===== config.mk =====
export PLATFORM = sky130hd
export DESIGN_NAME = y_rr_mux
export DESIGN_NICKNAME = d
export VERILOG_FILES = /design/src/rtl/y_rr_mux.sv
export SDC_FILE = /design/constraint.sdc
export NUM_CORES = 1
export LEC_CHECK = 0
export ABC_AREA = 1
export CORE_ASPECT_RATIO = 1.25
export CORE_MARGIN = 2
export CORE_UTILIZATION = 32
export DETAILED_ROUTE_END_ITERATION = 12
export PLACE_DENSITY = 0.78
export SYNTH_ARGS = -nofsm -noshare
export SYNTH_HDL_FRONTEND = slang
export SYNTH_SLANG_ARGS = --single-unit

===== constraint.sdc =====
create_clock -name clk -period 2.8 [get_ports clk]
set_input_delay 0.42 -clock clk [delete_from_list [all_inputs] [get_ports clk]]
set_output_delay 0.42 -clock clk [all_outputs]
set_load 0.01 [all_outputs]

===== src/rtl/y_rr_mux.sv =====
// y_rr_mux: round-robin arbitrated, single-entry registered N:1 mux with valid/ready on both sides.
// Define Y_RR_MUX_COUNT_EN to add the 16-bit completed-transfer counter on xfer_count.
module y_rr_mux #(
    parameter int SIZE = 32,
    parameter int CH   = 4,
    parameter int SELW = 2
) (
    input  logic                clk,
    input  logic                reset,
    input  logic [CH*SIZE-1:0]  in_data,
    input  logic [CH-1:0]       in_valid,
    output logic [CH-1:0]       in_ready,
    output logic [SIZE-1:0]     out_data,
    output logic [SELW-1:0]     out_sel,
    output logic                out_valid,
    input  logic                out_ready
`ifdef Y_RR_MUX_COUNT_EN
    ,
    output logic [15:0]         xfer_count
`endif
);

    function automatic logic [SELW-1:0] wrap_inc(input logic [SELW-1:0] idx);
        if (idx == SELW'(CH - 1)) begin
            return '0;
        end
        return idx + 1'b1;
    endfunction

    // Walk the channels starting at 'start', wrapping, and return the first requester.
    function automatic logic [SELW-1:0] rr_pick(input logic [SELW-1:0] start,
                                                input logic [CH-1:0]   req);
        logic [SELW-1:0] idx;
        logic [SELW-1:0] pick;
        logic            found;
        idx   = start;
        pick  = start;
        found = 1'b0;
        for (int i = 0; i < CH; i++) begin
            if (!found && req[idx]) begin
                pick  = idx;
                found = 1'b1;
            end
            idx = wrap_inc(idx);
        end
        return pick;
    endfunction

    logic [SELW-1:0] ptr_p1;
    logic [SELW-1:0] grant_p0;
    logic            load_p0;
    logic [SIZE-1:0] word_p0;
    logic [SIZE-1:0] data_p1;
    logic [SELW-1:0] sel_p1;
    logic            vld_p1;

    // Stage p0: arbitration and input select, all combinational.
    assign load_p0  = !reset && (!vld_p1 || out_ready) && (|in_valid);
    assign grant_p0 = rr_pick(ptr_p1, in_valid);
    assign in_ready = load_p0 ? (CH'(1) << grant_p0) : '0;

    always_comb begin
        word_p0 = '0;
        for (int k = 0; k < CH; k++) begin
            if (grant_p0 == SELW'(k)) begin
                word_p0 = in_data[k*SIZE +: SIZE];
            end
        end
    end

    // Stage p1: output register; the pointer only moves past a channel that was granted.
    always_ff @(posedge clk) begin
        if (reset) begin
            vld_p1  <= 1'b0;
            data_p1 <= '0;
            sel_p1  <= '0;
            ptr_p1  <= '0;
        end else if (load_p0) begin
            vld_p1  <= 1'b1;
            data_p1 <= word_p0;
            sel_p1  <= grant_p0;
            ptr_p1  <= wrap_inc(grant_p0);
        end else if (out_ready) begin
            vld_p1  <= 1'b0;
        end
    end

    assign out_data  = data_p1;
    assign out_sel   = sel_p1;
    assign out_valid = vld_p1;

`ifdef Y_RR_MUX_COUNT_EN
    logic [15:0] cnt_p1;

    always_ff @(posedge clk) begin
        if (reset) begin
            cnt_p1 <= '0;
        end else if (vld_p1 && out_ready) begin
            cnt_p1 <= cnt_p1 + 16'd1;
        end
    end

    assign xfer_count = cnt_p1;
`endif

endmodule


==> results.txt <==
----------------------------------------------------
[Floorplanning]
  Total core area ... roughly 7400 sq um
  Area of the die ... about 8000 sq um
  I/O pin count ... 174
  Die extent in y ... 101.0 um
  Chip Width ... between 80 and 90 um
  Core Rows ... 35
  Effective utilization at floorplan ... 0.3276

[Worst setup path]
  Number of cells on the critical path ... 13
  Biggest fanout along the worst timing path ... 4
  Category of cells accounting for the largest share of critical-path delay ... buffers and inverters
  Type of element launching the critical path ... input pin
  Critical path, cell by cell ... clkdlybuf4s50_1 -> nand2_1 -> nand2_1 -> nand3_2 -> nand2_2 -> nor2_4 -> a21oi_2 -> nand2_2 -> o21ai_4 -> ha_2 -> inv_1 -> nor2_1 -> clkbuf_2
  Critical path's slowest cell ... clkdlybuf4s50_1
  Destination of the critical timing path ... in_ready[2]
  CP Class ... in -> out
  R2r endpoint ... out_data[5]$_SDFFE_PP0P_
  Worst flop-to-flop path startpoint ... ptr_p1[0]$_SDFFE_PP0P_
  Delay of the slowest critical-path stage ... 0.51 ns
  Endpoint class of the critical path ... output port
  Data required time of the worst path ... 2.38 ns
  Total buffers and inverters traversed by the critical path ... 3
  Arrival @ worst endpoint ... between 2 and 2.5 ns
  Number of cells on the worst reg-to-reg path ... 16
  Critical Path Source ... in_valid[1]
  Flop-to-flop setup slack ... 0.07 ns

[Clock network]
  Hold_buf cts ... 0
  Num Clock Sinks ... 37
  TritonCTS Buffers ... 5
  Library cell used as clock root buffer ... clkbuf_8
  Clock insertion delay at the later pin of the skew report ... about 0.28 ns
  Number of buffers between clock root and the deepest sink ... 2
  Clock-pin slew on the worst setup and hold paths ... 0.07 ns
  Clock tree from TritonCTS ... done
  Count of H-tree levels built during CTS ... 2

[Timing]
  Number of endpoints failing setup at the final stage ... 1
  Crit path setup slack, layout ... -0.009695 ns
  Post-Route Skew ... ~0.0086 ns
  Unrepaired setup endpoints after global routing ... true
  Tmin final ... 2.810 ns
  Count of final hold-check violations ... 0
  Actual transition at the worst max-transition pin ... 0.5666 ns
  Max Slew Vio Count ... 0
  Fmax ... 355.9 MHz
  Final worst hold slack ... 0.4687 ns
  Headroom to the max-slew limit ... 0.6199
  Crit share post-route ... 1.003

[Global routing]
  GR Overflow Total ... 0
  Via count of the first global-routing pass ... between 3000 and 4000
  Global-route wire length before repair ... between 10 and 15 mm
  Pin count of the biggest net entering global routing ... 58
  Total routing resource utilization after global routing ... 0.2304
  Antenna violations before repair ... 0

[Run status]
  Result of the run ... complete, but fails checks
  Violations in the final reports ... setup timing

[Layout]
  Count of filler cells inserted in the layout ... approximately 630
  Fin cells ... 610
  Diode insertion count for antenna repair ... 0
  Final core utilization ... 0.6412
  Signed area change from the synthesized netlist to the final layout ... 95.74%
  Fraction of final layout cells sized beyond drive strength 1 ... 0.1660
  Most common library cell in the layout ignoring fill and taps ... clkdlybuf4s50_1
  Top library cells by usage in the layout, fill and taps aside ... 166 x clkdlybuf4s50_1, 51 x nand2_1, 35 x dfxtp_1, 33 x o211ai_1
  Final-stage net count ... between 600 and 700

[Pwr]
  Part of the power in the clock network ... 0.057
  Final total power ... 8298 uW
  Combinational cell fraction of total power ... 0.835
  Sequential Power Share ... 0.108
  Power Internal ... 4261 uW
  Power density relative to cell area ... 1759 nW/um^2
  Max VDD drop ... between 0.002 and 0.003 V
  Net switching power figure ... 4037 uW
  Leakage power of the design ... roughly 0.0019 uW
  Proportion of total power due to net switching ... 0.4865

[Placed design]
  Placed insts ... around 600
  Estimated wirelength of the detail-placed design ... 7.093 mm
  Post-Place Worst Slack ... -0.3192 ns
  GPL Wtd Cong ... 0.8922
  Buffers on Ports ... around 170

[Routing]
  DRC violations left ... 0
  Detailed-route via count ... about 3300
  Initial DRC count ... around 160
  Final ANT Viol Nets ... 0
  Via density per instance ... 5.344
  Number of iterations in the first detailed-routing pass ... 4
  Routed wire length ... just over 10 mm
  Detail-routed net length per standard cell ... 16.58 um

[Hold path]
  Hold Path Class ... reg -> reg

[Synthesis]
  Number of distinct library cells after synthesis ... 28
  Number of warnings issued by yosys ... 0
  Net count after synthesis ... between 400 and 500
  Flip-flop and latch count after synthesis ... 37
  Synthesized netlist cell count ... 345
  Post-synthesis sequential area ratio ... 0.3074
  Average cell area after synthesis ... between 6 and 7 sq um
  Syn Std Cell Area ... between 2000 and 2500 sq um

[Run]
  Max_cap viols ... 0

----------------------------------------------------
## per-stage QoR
stage                TNS [ns]  instance area (sq um)
finish              -0.009695                   4717
detailed placement     -8.213                   4290
global placement       -4.591                   4290
global route          -0.3563                   4717
CTS                         0                   4433
floorplan                   0                   2411
## tightest hold or removal path, stage by stage, from the launching register on
cell,delay [ns]
dfxtp_1,0.31
nand3_1,0.07
nand2_1,0.05
## worst min path at each step
stage | from | to | cells past startpoint | slack [ns]
2_1_floorplan | ptr_p1[1]$_SDFFE_PP0P_ | ptr_p1[1]$_SDFFE_PP0P_ | 2 | 0.47
3_3_place_gp | out_data[10]$_SDFFE_PP0P_ | out_data[10]$_SDFFE_PP0P_ | 2 | 0.46
3_5_place_dp | out_data[19]$_SDFFE_PP0P_ | out_data[19]$_SDFFE_PP0P_ | 2 | 0.46
4_1_cts | out_data[19]$_SDFFE_PP0P_ | out_data[19]$_SDFFE_PP0P_ | 2 | 0.47
5_1_grt | out_data[18]$_SDFFE_PP0P_ | out_data[18]$_SDFFE_PP0P_ | 2 | 0.50
6_report | out_data[19]$_SDFFE_PP0P_ | out_data[19]$_SDFFE_PP0P_ | 2 | 0.47
## sequential cells by signal (all words and copies together), names as in the netlist
register   cells
out_data      32
ptr_p1         2
out_valid      1
out_sel        2
## timing repair
action / 4_1_cts / 5_1_grt
hold endpoints to repair: 0 / 0
setup buffers: 1 / 4
setup endpoints to repair: 23 / 36
pin swaps: 0 / 14
gates resized for setup: 10 / 71
cloned: 0 / 2
## metal layers
metal | vias up | global-route usage | part of all wire
li1 | 1592 | - | -
met1 | 1523 | 0.2593 | 0.39
met2 | 125 | 0.4199 | 0.53
met3 | 20 | 0.04928 | 0.056
met4 | 0 | 0.08077 | 0.021
met5 | - | 0 | 0
## layout make-up
| class | instances | area, sq um | area share |
|---|---|---|---|
| clock buffers | 7 | 86.33 | 0.01830 |
| clock inverters | 1 | 30.03 | 0.006366 |
| inverters | 16 | 87.58 | 0.01857 |
| multi-input cells | 259 | 1670 | 0.3541 |
| flip-flops and latches | 37 | 743.2 | 0.1576 |
| well taps | 92 | 115.1 | 0.02440 |
| repair buffers | 196 | 1967 | 0.4170 |
| repair inverters | 2 | 17.52 | 0.003714 |
## logic make-up after synthesis
kind of cell	share of synthesized area
and+or+nand+nor	0.2399
AOI/OAI and AO/OA	0.3401
buffers and inverters	0.08671
DFF	0.3074
adders and majority gates	0.02596
## synth_stat cells
cell | count | area (sq um)
clkinv_1 | 1 | 3.750
o21ai_1 | 8 | 40.04
ha_1 | 5 | 62.56
nor3_1 | 1 | 5.000
nand2_1 | 60 | 225.2
a221oi_1 | 25 | 219.0
inv_1 | 11 | 41.29
dfxtp_1 | 37 | 740.7
buf_1 | 5 | 18.77
nand3_1 | 32 | 160.2
nor2_1 | 31 | 116.4
o211ai_1 | 33 | 247.7
a21oi_2 | 1 | 8.760
nor2_4 | 1 | 11.26
nand3_2 | 1 | 10.01
o21ai_2 | 1 | 8.760
nor4_1 | 1 | 6.260
a221o_1 | 7 | 70.07
o21ai_0 | 20 | 100.1
nor2_2 | 1 | 6.260
nand2_2 | 6 | 37.54
a21oi_1 | 25 | 125.1
inv_6 | 1 | 8.760
inv_2 | 3 | 11.26
clkbuf_1 | 19 | 71.32
buf_4 | 1 | 7.510
buf_6 | 1 | 11.26
buf_2 | 7 | 35.03
## power by group through the flow
stage	logic, uW	registers (uW)	clock network [uW]
after floorplan	3480	989	0
after global placement	5340	888	0
after detailed placement	5500	897	0
after CTS	5550	895	494
after global routing	7510	923	517
final	6930	898	475
Note: power is estimated with default switching activity, not from simulation.
